[src/rtl/softmax_pkg_16.sv]
// -----------------------------------------------------------------------------
// softmax_pkg_16
// Shared constants and types for the 16-bit softmax pipeline.
//   SM_DATA_SIZE       : element / ln word width
//   SM_NUMBER_OF_DATA  : elements per frame (2..255)
//   SM_LN_SHIFT        : right shift aligning ln fixed point to element format
//   sched_state_t      : second-subtraction scheduler FSM encoding
// -----------------------------------------------------------------------------
package softmax_pkg_16;

    localparam int SM_DATA_SIZE      = 16;
    localparam int SM_NUMBER_OF_DATA = 10;
    localparam int SM_LN_SHIFT       = 6;

    typedef enum logic [1:0] {
        ST_IDLE    = 2'd0,
        ST_WAIT_LN = 2'd1,
        ST_ISSUE   = 2'd2,
        ST_DONE    = 2'd3
    } sched_state_t;

endpackage

[src/rtl/sub_2_sched_16_if.sv]
// -----------------------------------------------------------------------------
// sub_2_sched_16_if
// Bundles the element input, ln input and subtractor issue port of the
// second-subtraction scheduler.
//   slave  : scheduler side (ds_*, ln_*, sub_ready_i in; rest out)
//   master : environment side (mirror image)
// -----------------------------------------------------------------------------
interface sub_2_sched_16_if #(
    parameter int DATA_SIZE = softmax_pkg_16::SM_DATA_SIZE
);
    logic [DATA_SIZE-1:0] ds_data_i;
    logic                 ds_valid_i;
    logic                 ds_ready_o;
    logic [DATA_SIZE-1:0] ln_data_i;
    logic                 ln_valid_i;
    logic [DATA_SIZE-1:0] sub_a_o;
    logic [DATA_SIZE-1:0] sub_b_o;
    logic [7:0]           sub_idx_o;
    logic                 sub_valid_o;
    logic                 sub_ready_i;
    logic                 frame_done_o;
    logic                 busy_o;
    logic                 err_ln_o;

    modport slave (
        input  ds_data_i, ds_valid_i, ln_data_i, ln_valid_i, sub_ready_i,
        output ds_ready_o, sub_a_o, sub_b_o, sub_idx_o, sub_valid_o,
               frame_done_o, busy_o, err_ln_o
    );

    modport master (
        output ds_data_i, ds_valid_i, ln_data_i, ln_valid_i, sub_ready_i,
        input  ds_ready_o, sub_a_o, sub_b_o, sub_idx_o, sub_valid_o,
               frame_done_o, busy_o, err_ln_o
    );
endinterface

[src/rtl/sub_2_bank_16.sv]
// -----------------------------------------------------------------------------
// sub_2_bank_16
// Ping-pong frame storage. Elements fill bank[wr_bank] in order; the bank is
// marked full on its last element and writing moves to the other bank.
//   clk, rst      : clock, async active-high reset (flags/pointers only)
//   i_wr_data     : element to store
//   i_wr_valid    : element strobe (dropped while o_wr_ready is low)
//   o_wr_ready    : current write bank is not full
//   i_clr_full    : release bank i_rd_bank after it has been issued
//   i_rd_bank     : bank selected for reading
//   i_rd_idx      : element index for the combinational read port
//   o_rd_data     : bank[i_rd_bank][i_rd_idx]
//   o_full        : per-bank full flags
// -----------------------------------------------------------------------------
module sub_2_bank_16 #(
    parameter int DATA_SIZE      = softmax_pkg_16::SM_DATA_SIZE,
    parameter int NUMBER_OF_DATA = softmax_pkg_16::SM_NUMBER_OF_DATA,
    parameter int IDX_W          = $clog2(NUMBER_OF_DATA)
) (
    input  logic                 clk,
    input  logic                 rst,
    input  logic [DATA_SIZE-1:0] i_wr_data,
    input  logic                 i_wr_valid,
    output logic                 o_wr_ready,
    input  logic                 i_clr_full,
    input  logic                 i_rd_bank,
    input  logic [IDX_W-1:0]     i_rd_idx,
    output logic [DATA_SIZE-1:0] o_rd_data,
    output logic [1:0]           o_full
);

    logic [DATA_SIZE-1:0] r_mem [2][NUMBER_OF_DATA];
    logic [1:0]           r_full;
    logic                 r_wr_bank;
    logic [7:0]           r_wr_cnt;
    logic                 w_wr_fire;
    logic                 w_wr_last;

    assign o_wr_ready = ~r_full[r_wr_bank];
    assign w_wr_fire  = i_wr_valid & o_wr_ready;
    assign w_wr_last  = (r_wr_cnt == 8'(NUMBER_OF_DATA - 1));

    // Storage is deliberately not reset; full flags gate every read.
    always_ff @(posedge clk) begin
        if (w_wr_fire)
            r_mem[r_wr_bank][r_wr_cnt[IDX_W-1:0]] <= i_wr_data;
    end

    // Set and clear never hit the same bank: the read side only releases a
    // bank it has finished issuing, which the write side cannot be filling.
    always_ff @(posedge clk or posedge rst) begin
        if (rst) begin
            r_full    <= 2'b00;
            r_wr_bank <= 1'b0;
            r_wr_cnt  <= 8'd0;
        end else begin
            if (w_wr_fire) begin
                if (w_wr_last) begin
                    r_full[r_wr_bank] <= 1'b1;
                    r_wr_cnt          <= 8'd0;
                    r_wr_bank         <= ~r_wr_bank;
                end else begin
                    r_wr_cnt <= r_wr_cnt + 8'd1;
                end
            end
            if (i_clr_full)
                r_full[i_rd_bank] <= 1'b0;
        end
    end

    assign o_rd_data = r_mem[i_rd_bank][i_rd_idx];
    assign o_full    = r_full;

endmodule

[src/rtl/sub_2_sched_16.sv]
// -----------------------------------------------------------------------------
// sub_2_sched_16
// Issues (element, aligned ln) pairs of the oldest full frame to the x - ln
// subtractor, one per accepted handshake, while the next frame loads into the
// other bank.
//   clock_i, reset_i : clock, async active-high reset
//   bus_if (slave)   : ds_* element input, ln_* input, sub_* issue port,
//                      frame_done_o / busy_o / err_ln_o status
//
// state   | meaning
// IDLE    | waiting for the read bank to fill
// WAIT_LN | frame stored, waiting for its ln(sum)
// ISSUE   | presenting operand pairs to the subtractor
// DONE    | frame issued; pulse frame_done, release bank, swap read bank
// -----------------------------------------------------------------------------
module sub_2_sched_16
    import softmax_pkg_16::*;
#(
    parameter int DATA_SIZE      = SM_DATA_SIZE,
    parameter int NUMBER_OF_DATA = SM_NUMBER_OF_DATA,
    parameter int LN_SHIFT       = SM_LN_SHIFT
) (
    input  logic             clock_i,
    input  logic             reset_i,
    sub_2_sched_16_if.slave  bus_if
);

    localparam int         IDX_W    = $clog2(NUMBER_OF_DATA);
    localparam logic [7:0] LAST_IDX = 8'(NUMBER_OF_DATA - 1);

    sched_state_t         r_state;
    sched_state_t         w_state_nxt;
    logic                 r_rd_bank;
    logic                 r_err;
    logic [DATA_SIZE-1:0] r_sub_a;
    logic [DATA_SIZE-1:0] r_sub_b;
    logic [7:0]           r_sub_idx;
    logic                 r_sub_valid;
    logic [DATA_SIZE-1:0] w_sub_a_nxt;
    logic [DATA_SIZE-1:0] w_sub_b_nxt;
    logic [7:0]           w_sub_idx_nxt;
    logic                 w_sub_valid_nxt;
    logic                 w_hs;
    logic                 w_is_last;
    logic [IDX_W-1:0]     w_rd_idx;
    logic [DATA_SIZE-1:0] w_rd_data;
    logic [1:0]           w_full;
    logic                 w_wr_ready;

    sub_2_bank_16 #(
        .DATA_SIZE      (DATA_SIZE),
        .NUMBER_OF_DATA (NUMBER_OF_DATA),
        .IDX_W          (IDX_W)
    ) u_bank (
        .clk        (clock_i),
        .rst        (reset_i),
        .i_wr_data  (bus_if.ds_data_i),
        .i_wr_valid (bus_if.ds_valid_i),
        .o_wr_ready (w_wr_ready),
        .i_clr_full (r_state == ST_DONE),
        .i_rd_bank  (r_rd_bank),
        .i_rd_idx   (w_rd_idx),
        .o_rd_data  (w_rd_data),
        .o_full     (w_full)
    );

    assign w_hs      = r_sub_valid & bus_if.sub_ready_i;
    assign w_is_last = (r_sub_idx == LAST_IDX);

    // Read port looks one element ahead while issuing so the next operand is
    // ready at the handshake; index 0 otherwise (first load from WAIT_LN).
    assign w_rd_idx = (r_state == ST_ISSUE && !w_is_last)
                      ? r_sub_idx[IDX_W-1:0] + IDX_W'(1) : '0;

    always_ff @(posedge clock_i or posedge reset_i) begin
        if (reset_i)
            r_state <= ST_IDLE;
        else
            r_state <= w_state_nxt;
    end

    always_comb begin
        w_state_nxt = r_state;
        case (r_state)
            ST_IDLE:    if (w_full[r_rd_bank])   w_state_nxt = ST_WAIT_LN;
            ST_WAIT_LN: if (bus_if.ln_valid_i)   w_state_nxt = ST_ISSUE;
            ST_ISSUE:   if (w_hs && w_is_last)   w_state_nxt = ST_DONE;
            ST_DONE:                             w_state_nxt = ST_IDLE;
            default:                             w_state_nxt = ST_IDLE;
        endcase
    end

    always_comb begin
        w_sub_a_nxt     = r_sub_a;
        w_sub_b_nxt     = r_sub_b;
        w_sub_idx_nxt   = r_sub_idx;
        w_sub_valid_nxt = r_sub_valid;
        if (r_state == ST_WAIT_LN && bus_if.ln_valid_i) begin
            w_sub_a_nxt     = w_rd_data;
            w_sub_b_nxt     = bus_if.ln_data_i >> LN_SHIFT;
            w_sub_idx_nxt   = 8'd0;
            w_sub_valid_nxt = 1'b1;
        end else if (r_state == ST_ISSUE && w_hs) begin
            if (w_is_last) begin
                w_sub_valid_nxt = 1'b0;
            end else begin
                w_sub_a_nxt   = w_rd_data;
                w_sub_idx_nxt = r_sub_idx + 8'd1;
            end
        end
    end

    always_ff @(posedge clock_i or posedge reset_i) begin
        if (reset_i) begin
            r_sub_a     <= '0;
            r_sub_b     <= '0;
            r_sub_idx   <= 8'd0;
            r_sub_valid <= 1'b0;
            r_rd_bank   <= 1'b0;
            r_err       <= 1'b0;
        end else begin
            r_sub_a     <= w_sub_a_nxt;
            r_sub_b     <= w_sub_b_nxt;
            r_sub_idx   <= w_sub_idx_nxt;
            r_sub_valid <= w_sub_valid_nxt;
            if (r_state == ST_DONE)
                r_rd_bank <= ~r_rd_bank;
            if (bus_if.ln_valid_i && r_state != ST_WAIT_LN)
                r_err <= 1'b1;
        end
    end

    assign bus_if.ds_ready_o   = w_wr_ready;
    assign bus_if.sub_a_o      = r_sub_a;
    assign bus_if.sub_b_o      = r_sub_b;
    assign bus_if.sub_idx_o    = r_sub_idx;
    assign bus_if.sub_valid_o  = r_sub_valid;
    assign bus_if.frame_done_o = (r_state == ST_DONE);
    assign bus_if.busy_o       = (r_state != ST_IDLE) | (|w_full);
    assign bus_if.err_ln_o     = r_err;

endmodule

[src/flat_wrapper.sv]
// flat-port wrapper written by rule: the top's interface ports become plain ports
module sub_2_sched_16_flat import softmax_pkg_16::*;
#(
    parameter int DATA_SIZE      = SM_DATA_SIZE,
    parameter int NUMBER_OF_DATA = SM_NUMBER_OF_DATA,
    parameter int LN_SHIFT       = SM_LN_SHIFT
)
  (clock_i, reset_i, bus_if_ds_data_i, bus_if_ds_valid_i, bus_if_ln_data_i, bus_if_ln_valid_i, bus_if_sub_ready_i, bus_if_ds_ready_o, bus_if_sub_a_o, bus_if_sub_b_o, bus_if_sub_idx_o, bus_if_sub_valid_o, bus_if_frame_done_o, bus_if_busy_o, bus_if_err_ln_o);
  sub_2_sched_16_if #(.DATA_SIZE(DATA_SIZE)) bus_if_i ();
  input  logic clock_i;
  input  logic reset_i;
  input wire logic [$bits(bus_if_i.ds_data_i)-1:0] bus_if_ds_data_i;
  input wire logic [$bits(bus_if_i.ds_valid_i)-1:0] bus_if_ds_valid_i;
  input wire logic [$bits(bus_if_i.ln_data_i)-1:0] bus_if_ln_data_i;
  input wire logic [$bits(bus_if_i.ln_valid_i)-1:0] bus_if_ln_valid_i;
  input wire logic [$bits(bus_if_i.sub_ready_i)-1:0] bus_if_sub_ready_i;
  output wire logic [$bits(bus_if_i.ds_ready_o)-1:0] bus_if_ds_ready_o;
  output wire logic [$bits(bus_if_i.sub_a_o)-1:0] bus_if_sub_a_o;
  output wire logic [$bits(bus_if_i.sub_b_o)-1:0] bus_if_sub_b_o;
  output wire logic [$bits(bus_if_i.sub_idx_o)-1:0] bus_if_sub_idx_o;
  output wire logic [$bits(bus_if_i.sub_valid_o)-1:0] bus_if_sub_valid_o;
  output wire logic [$bits(bus_if_i.frame_done_o)-1:0] bus_if_frame_done_o;
  output wire logic [$bits(bus_if_i.busy_o)-1:0] bus_if_busy_o;
  output wire logic [$bits(bus_if_i.err_ln_o)-1:0] bus_if_err_ln_o;
  assign bus_if_i.ds_data_i = bus_if_ds_data_i;
  assign bus_if_i.ds_valid_i = bus_if_ds_valid_i;
  assign bus_if_i.ln_data_i = bus_if_ln_data_i;
  assign bus_if_i.ln_valid_i = bus_if_ln_valid_i;
  assign bus_if_i.sub_ready_i = bus_if_sub_ready_i;
  assign bus_if_ds_ready_o = bus_if_i.ds_ready_o;
  assign bus_if_sub_a_o = bus_if_i.sub_a_o;
  assign bus_if_sub_b_o = bus_if_i.sub_b_o;
  assign bus_if_sub_idx_o = bus_if_i.sub_idx_o;
  assign bus_if_sub_valid_o = bus_if_i.sub_valid_o;
  assign bus_if_frame_done_o = bus_if_i.frame_done_o;
  assign bus_if_busy_o = bus_if_i.busy_o;
  assign bus_if_err_ln_o = bus_if_i.err_ln_o;
  sub_2_sched_16 #(.DATA_SIZE(DATA_SIZE), .NUMBER_OF_DATA(NUMBER_OF_DATA), .LN_SHIFT(LN_SHIFT)) u_core (.clock_i(clock_i), .reset_i(reset_i), .bus_if(bus_if_i));
endmodule
[config.mk]
export PLATFORM = sky130hd
export DESIGN_NAME = sub_2_sched_16_flat
export DESIGN_NICKNAME = d
export VERILOG_FILES = /design/src/rtl/softmax_pkg_16.sv /design/src/rtl/sub_2_sched_16_if.sv /design/src/rtl/sub_2_bank_16.sv /design/src/rtl/sub_2_sched_16.sv /design/src/flat_wrapper.sv
export SDC_FILE = /design/constraint.sdc
export NUM_CORES = 1
export LEC_CHECK = 0
export CAP_MARGIN = 25
export CORE_MARGIN = 3
export CORE_UTILIZATION = 60
export DETAILED_ROUTE_END_ITERATION = 6
export PLACE_DENSITY = 0.83
export SLEW_MARGIN = 10
export SYNTH_ARGS = -nofsm -noshare
export SYNTH_HDL_FRONTEND = slang
export SYNTH_SLANG_ARGS = --single-unit
[constraint.sdc]
create_clock -name clock_i -period 3.3 [get_ports clock_i]
set_clock_uncertainty 0.2 [all_clocks]
set_input_delay 0.99 -clock clock_i [delete_from_list [all_inputs] [get_ports clock_i]]
set_output_delay 0.99 -clock clock_i [all_outputs]
set_load 0.02 [all_outputs]
==> flow_summary_export.csv, run 1 <==
group,metric,value,unit
setup_path,worstPathCellList,"mux2i_1 > clkdlybuf4s50_1",
worst_hold_path,hold-path-cell-count,2,
cts,cts_buffers,39,
synth,netlist_top_cells_count,"sky130_fd_sc_hd__edfxtp_1 (320), sky130_fd_sc_hd__mux2i_1 (117), sky130_fd_sc_hd__nand2_1 (52)",
status,status,"complete, no violations",
sta,finalSetupViolCount,0,
global_route,first_global_vias,9058,
detailed_routing,final_ant_viol_nets,0,
placed_design,portBuffers,69,
detailed_routing,drcViolationCount,0,
setup_path,crit_start,"u_core.u_bank.o_full[1]",
synth,fraction_of_the_yosys_area_taken_by_sequential_cells,0.7187,
global_route,gr-usage-met1,0.3456,
finish,fillerInstances,1475,
global_route,grt_use_met2,0.4450,
pwr,power_per_cell_area,842.2,mW/mm^2
pwr,irDropWorstVdd,0.6883,mV
setup_path,timing.critical_path.to,"bus_if_ds_ready_o",
cts,h-tree-depth,2,
die,coreArea,0.02453,sq mm
global_route,gr-usage-all-layers,0.2605,
finish,seqCellArea,0.01086,sq mm
setup_path,required,2110,ps
sta,finalWorstSetupSlack,168.2,ps
synth,synthTopCellsByArea,"sky130_fd_sc_hd__edfxtp_1 (64%), sky130_fd_sc_hd__dfrtp_1 (8.3%), sky130_fd_sc_hd__mux2i_1 (7.7%)",
global_route,busiest_layer,"met2",
die,initial_utilization,0.6160,
detailed_routing,routed_via_count_divided_by_cell_count,6.289,
cts,post_cts_resize_count,0,
placed_design,detailedPlace.worstSlack,170.8,ps
detailed_routing,route.vias.total,8936,
placed_design,placed_area,0.01660,sq mm
setup_path,timing.critical_path.max_delay_family,"buffers and inverters",
setup_path,crit_buf_inv,1,
synth,synth_area_per_cell,16.08,sq um
setup_path,endpoint_kind,"primary output",
cts,cts.path.max_buffers,3,
global_route,grt_antenna_before_repair,0,
setup_path,worstSetupPathType,"reg2out",
synth,netlist.top_cell.by_area,"sky130_fd_sc_hd__edfxtp_1",
setup_path,crit_path_max_incr_delay,680,ps
setup_path,worst_ep_arrival_time,1940,ps
finish,drive_above_1_share,0.1522,
cts,cts.root.buffer_cell,"sky130_fd_sc_hd__clkbuf_16",
placed_design,inst_count_dp,1349,
finish,finish.instance_area,0.01783,sq mm
detailed_routing,detail_route.first_pass.iterations,5,
placed_design,place_hpwl,21.32,mm
die,die_x,164.7,microns
cts,cts_sinks,370,
sta,timing_hold_violations_final,0,
setup_path,worst-path-stages,2,
synth,yosys_warnings,0,
cts,cts.reportedPaths.clkPinSlew,60,ps
finish,area_growth_syn_to_layout,18.01,%
setup_path,timing.critical_path.fanout_max,4,
cts,cts_tree,"done",
global_route,grt_first_pass_wirelength,52.44,mm
synth,netlist-cell-type-count,56,
global_route,grt_util_met3,0.04063,
sta,finalCritPeriodShare,0.9490,
detailed_routing,count_of_routing_violations_after_the_opening_detailed_route_iteration,1077,
synth,yosysMostFrequentCell,"sky130_fd_sc_hd__edfxtp_1",
sta,fin_setup_tns,0,ps
sta,relSlewSlack,0.4579,
die,die_height,164.7,microns
placed_design,gpl.final_weighted_congestion,0.8184,
synth,mappedNetlistArea,0.01511,sq mm
setup_path,r2r_setup_slack,280,ps
sta,slew_at_the_pin_with_the_worst_max_slew_slack,810.6,ps
die,floorplan.rows,57,
cts,clock_insertion_delay_worst_skew,540,ps
setup_path,ff2ff_path_depth,8,
die,fp.dieArea,0.02713,sq mm
setup_path,startpoint_type,"flip-flop",
synth,synth_async_reset_ratio,0.1351,
flow_run,cap_viol_max_count,0,
sta,finalWorstPathRequiredPeriod,3132,ps
synth,synth_largest_type_area_fraction,0.6359,
finish,insertedDiodeCount,0,
worst_hold_path,hold_path.class,"reg2reg",
pwr,cell_leakage_power,6.460,nW
setup_path,r2r_end,"u_core.bus_if.sub_a_o[3]",
setup_path,worstReg2RegStart,"u_core.bus_if.sub_idx_o[1]",
sta,final_max_slew_viol_count,0,
detailed_routing,totalWireLength,34.26,mm
sta,finalHoldWorstSlack,274.8,ps
global_route,globalRouteOverflowTotal,0,
synth,postSynthRegisterBits,370,
finish,area_of_the_multi_input_gates,0.003973,sq mm
sta,max_freq,319.3,MHz
synth,ys_dominant_reg_cell,"sky130_fd_sc_hd__edfxtp_1",
cts,cts_setup_buffers,0,
setup_path,critPathSlowestCell,"sky130_fd_sc_hd__clkdlybuf4s50_1",
die,design.portCount,82,
global_route,largest_net_degree_at_the_start_of_global_routing,62,
synth,synth_edf_count,320,
synth,postSynthCellCount,940,
cts,cts_hold_buffers,0,
finish,instances_no_fill,1421,
detailed_routing,routed_wire_length_per_instance,24.11,microns
finish,layout.nets,1114,
sta,rsz_0062_raised_after_global_routing,"false",
## cell type report
cell class,count,share of cell area
repair buffers,137,0.07437
well taps,324,0.02273
inverters,9,0.001894
clock inverters,21,0.008910
flip-flops and latches,370,0.6092
multi-input cells,509,0.2228
clock buffers,51,0.06013
## power by group
part	leakage [nW]	switching (mW)	internal, mW
Clock	0.609	1.73	2.45
Combinational	2.34	2.83	2.00
Sequential	3.51	0.368	5.64
Total	6.46	4.93	10.1
## sequential cells by signal, summed over array words and instances (netlist names)
name                       cells
u_core.bus_if.sub_valid_o      1
u_core.r_state                 2
u_core.u_bank.r_mem          320
u_core.bus_if.sub_a_o         16
u_core.r_rd_bank               1
u_core.bus_if.err_ln_o         1
u_core.u_bank.r_wr_cnt         8
u_core.u_bank.r_wr_bank        1
u_core.u_bank.o_full           2
u_core.bus_if.sub_b_o         10
u_core.bus_if.sub_idx_o        8
## worst min-delay path by stage
stage	end	slack [ps]	start
detailed placement	u_core.bus_if.err_ln_o	260	u_core.bus_if.err_ln_o
CTS	u_core.bus_if.err_ln_o	280	u_core.bus_if.err_ln_o
floorplan	u_core.u_bank.r_wr_cnt[7]	240	u_core.u_bank.r_wr_cnt[7]
global placement	u_core.u_bank.r_wr_cnt[7]	260	u_core.u_bank.r_wr_cnt[7]
global route	u_core.bus_if.sub_b_o[1]	290	u_core.bus_if.sub_b_o[1]
finish	u_core.bus_if.sub_b_o[7]	270	u_core.bus_if.sub_b_o[7]
## metrics by stage
step / utilization / total power [mW]
6_report: 0.7269 / 15.02
5_1_grt: 0.7269 / 15.63
4_1_cts: 0.7269 / 15.06
3_5_place_dp: 0.6767 / 10.84
3_3_place_gp: 0.6764 / 10.69
2_1_floorplan: - / 9.037
## per-layer routing
metal	up-vias	part of all wire
li1	3921	-
met1	4471	0.39
met2	469	0.50
met3	75	0.075
met4	0	0.030
met5	-	0
## kinds of logic after synthesis
kind of cell / after synthesis / synth area share
flip-flops: 370 / 0.7187
AO/OA/AOI/OAI: 162 / 0.07592
AND/OR/NAND/NOR: 158 / 0.05009
multiplexers: 157 / 0.1162
buffers and inverters: 66 / 0.02103
XOR/XNOR: 15 / 0.008694
adder cells (fa/ha/maj): 11 / 0.009107
other: 1 / 0.0002481
## layout by cell type, fill, tap and decap left out, drive strengths merged, types with 10 or more instances in the layout
master and count:
and3 11, a211oi 27, nor2 38, dfrtp 50, a22oi 22, clkdlybuf4s50 69
inv 10, mux4 12, mux2i 117, mux2 28, o31ai 16, nor2b 16
nor3 11, o21ai 43, buf 68, edfxtp 320, ha 11, clkinv 18
nand3 13, nand2 52, clkbuf 51
## worst register-to-register path, stage by stage (launching register included)
cell,delay (ps)
sky130_fd_sc_hd__dfrtp_1,420
sky130_fd_sc_hd__inv_1,90
sky130_fd_sc_hd__ha_1,160
sky130_fd_sc_hd__or4b_1,680
sky130_fd_sc_hd__o21ai_4,250
sky130_fd_sc_hd__buf_12,360
sky130_fd_sc_hd__mux4_2,420
sky130_fd_sc_hd__a31oi_1,200
sky130_fd_sc_hd__o31ai_1,100
No activity file was read; power rests on OpenSTA's default activity.
==> run 2: changes to the inputs <==
--- a/config.mk
+++ b/config.mk
@@ -6,10 +6,12 @@
 export NUM_CORES = 1
 export LEC_CHECK = 0
 export CAP_MARGIN = 25
+export CELL_PAD_IN_SITES_DETAIL_PLACEMENT = 1
+export CELL_PAD_IN_SITES_GLOBAL_PLACEMENT = 1
 export CORE_MARGIN = 3
-export CORE_UTILIZATION = 60
+export CORE_UTILIZATION = 51
 export DETAILED_ROUTE_END_ITERATION = 6
-export PLACE_DENSITY = 0.83
+export PLACE_DENSITY = 0.82
 export SLEW_MARGIN = 10
 export SYNTH_ARGS = -nofsm -noshare
 export SYNTH_HDL_FRONTEND = slang
==> run 2 against run 1 <==
Compared with the run above:
- sequential cell count unchanged
- count of clock-buffer cells in the layout is 1 lower
- non-clock buffer count decreased by 8
- final cell count increased by 3.6%
- global-route usage is 0.55 points lower
- fmax shrank 1.7%
- core utilization down 11 points
- register-to-register slack worse by 40 ps
- critical path type unchanged
==> flow_summary_export.csv, run 2 (synthesis gave the netlist of run 1 again) <==
group,metric,value,unit
status,status,"complete, no violations",
cts,cts.path.max_buffers,3,
detailed_routing,drcViolationCount,0,
finish,most_frequent_standard_cell_in_the_layout_excluding_fill_and_tap_cells,"sky130_fd_sc_hd__edfxtp_1",
global_route,globalRouteOverflowTotal,0,
finish,layout.nets,1107,
pwr,cell_leakage_power,6.393,nW
die,coreArea,0.02894,sq mm
placed_design,portBuffers,69,
cts,h-tree-depth,2,
setup_path,worstReg2RegStart,"u_core.bus_if.sub_idx_o[1]",
detailed_routing,routed_via_count_divided_by_cell_count,6.033,
worst_hold_path,holdPathEnd,"u_core.u_bank.r_wr_cnt[7]",
die,initial_utilization,0.5223,
detailed_routing,totalWireLength,39.72,mm
pwr,swShare,0.3396,
global_route,grt_first_pass_wirelength,59.71,mm
global_route,gr-usage-all-layers,0.2550,
global_route,first_global_vias,9577,
pwr,p_total,15.03,mW
cts,cts.reportedPaths.clkPinSlew,60,ps
finish,insertedDiodeCount,0,
setup_path,worstPathCellList,"ha_1 > clkdlybuf4s50_1",
die,die_height,178.1,microns
setup_path,worst-path-stages,2,
detailed_routing,routed_wire_length_per_instance,26.98,microns
placed_design,gpl.final_weighted_congestion,0.8403,
cts,cts_buffers,40,
pwr,power_per_cell_area,843.9,mW/mm^2
sta,max_freq,314.0,MHz
sta,rsz_0062_raised_after_global_routing,"false",
setup_path,worstSetupPathType,"reg2out",
sta,slew_at_the_pin_with_the_worst_max_slew_slack,1012,ps
die,fp.dieArea,0.03173,sq mm
setup_path,crit_buf_inv,1,
sta,finalWorstPathRequiredPeriod,3185,ps
pwr,p_comb_frac,0.321,
setup_path,crit_path_max_incr_delay,680,ps
sta,finalCritPeriodShare,0.9652,
setup_path,endpoint_kind,"primary output",
detailed_routing,route.layer.met1.wl,15.83,mm
cts,cts_tree,"done",
worst_hold_path,hold-path-cell-count,1,
detailed_routing,route.vias.total,8880,
detailed_routing,routed-wl-met3,2.177,mm
pwr,share_of_total_power_in_sequential_cells,0.403,
setup_path,required,2110,ps
setup_path,r2r_setup_slack,240,ps
global_route,largest_net_degree_at_the_start_of_global_routing,51,
setup_path,timing.critical_path.max_delay_family,"buffers and inverters",
setup_path,critPathSlowestCell,"sky130_fd_sc_hd__clkdlybuf4s50_1",
pwr,irDropWorstVdd,0.5860,mV
pwr,power_frac_clock,0.275,
detailed_routing,route.met2.wl,20.16,mm
sta,fin_setup_tns,0,ps
finish,drive_above_1_share,0.1434,
pwr,total_switching_power,5.103,mW
cts,clock_insertion_delay_worst_skew,540,ps
cts,cts_sinks,370,
finish,area_growth_syn_to_layout,17.83,%
detailed_routing,count_of_routing_violations_after_the_opening_detailed_route_iteration,747,
die,floorplan.rows,62,
setup_path,startpoint_type,"flip-flop",
detailed_routing,detail_route.first_pass.iterations,5,
pwr,cellInternalPower,9.924,mW
finish,layout_common_cells,"sky130_fd_sc_hd__edfxtp_1 (320), sky130_fd_sc_hd__mux2i_1 (117), sky130_fd_sc_hd__clkdlybuf4s50_1 (69), sky130_fd_sc_hd__nand2_1 (52), sky130_fd_sc_hd__buf_4 (50)",
setup_path,worst_ep_arrival_time,2000,ps
setup_path,timing.critical_path.fanout_max,4,
die,die_x,178.1,microns
flow_run,cap_viol_max_count,0,
worst_hold_path,timing.hold.worst.start,"u_core.u_bank.r_wr_cnt[7]",
detailed_routing,final_ant_viol_nets,0,
sta,finalSetupViolCount,0,
placed_design,place_hpwl,24.70,mm
sta,relSlewSlack,0.3241,
sta,timing_hold_violations_final,0,
setup_path,r2r_end,"u_core.bus_if.sub_a_o[11]",
detailed_routing,route.top_layer_used,"met4",
cts,cts.root.buffer_cell,"sky130_fd_sc_hd__clkbuf_16",
global_route,grt_antenna_before_repair,0,
finish,largest_reg_flops,320,
die,design.portCount,82,
worst_hold_path,hold_path.class,"reg2reg",
setup_path,ff2ff_path_depth,8,
sta,final_max_slew_viol_count,0,
run 2: cell count changes in the layout (fill, tap and decap cells not counted), sizes merged:
cell,delta
bufinv,-1
inv,+1
clkbuf,-1
clkinv,-1
clkinvlp,+1
buf,-8
run 2: layout make-up:
| type | instances | area [sq um] |
|---|---|---|
| fill | 2587 | 11130 |
| sequential | 370 | 10860 |
| multi-input combinational | 509 | 3980 |
| timing repair buffer | 129 | 1257 |
| clock buffer | 50 | 1060 |
| tap | 384 | 480.5 |
| clock inverter | 21 | 131.4 |
| inverter | 9 | 33.78 |
run 2: power by group through the flow:
| stage | clock (mW) | combinational (mW) | sequential (mW) |
|---|---|---|---|
| 5_1_grt | 4.40 | 5.17 | 6.11 |
| 6_report | 4.14 | 4.83 | 6.06 |
| 4_1_cts | 4.22 | 4.83 | 6.06 |
| 2_1_floorplan | 0 | 2.93 | 6.10 |
| 3_5_place_dp | 0 | 4.75 | 6.14 |
| 3_3_place_gp | 0 | 4.57 | 6.09 |
run 2: what timing repair did:
item	4_1_cts	5_1_grt
hold buffers	0	0
buffers inserted	0	0
endpoints found under the setup margin	0	7
endpoints found under the hold margin	0	0
resized for setup	0	1
run 2: worst max path at each step:
stage / startpoint / end
final: u_core.r_state[1] / bus_if_frame_done_o
after global routing: u_core.r_state[1] / bus_if_frame_done_o
after CTS: u_core.r_state[0] / u_core.bus_if.sub_a_o[6]
after detailed placement: bus_if_ds_valid_i / u_core.u_bank.r_mem[0][20]
after global placement: bus_if_ds_valid_i / u_core.u_bank.r_mem[0][158]
after floorplan: bus_if_ds_valid_i / u_core.u_bank.r_mem[0][16]
run 2: per-layer routing:
layer  vias up  GRT usage
met2       331     0.4419
met1      4551     0.3243
li1       3903          -
met4         0     0.1024
met5         -          0
met3        95    0.03640
run 2: per-stage QoR:
step / instance area, sq um / util / setup slack, ps / hold slack [ps] / cells
3_3_place_gp: 16600 / 0.5736 / 231.9 / 258.6 / 1400
5_1_grt: 17810 / 0.6154 / 56.90 / 287.1 / 1472
2_1_floorplan: 15130 / - / 0.7256 / 236.9 / 945
6_report: 17810 / 0.6154 / 114.9 / 261.3 / 1472
4_1_cts: 17800 / 0.6152 / 54.65 / 267.8 / 1472
3_5_place_dp: 16610 / 0.5740 / 145.7 / 255.8 / 1401
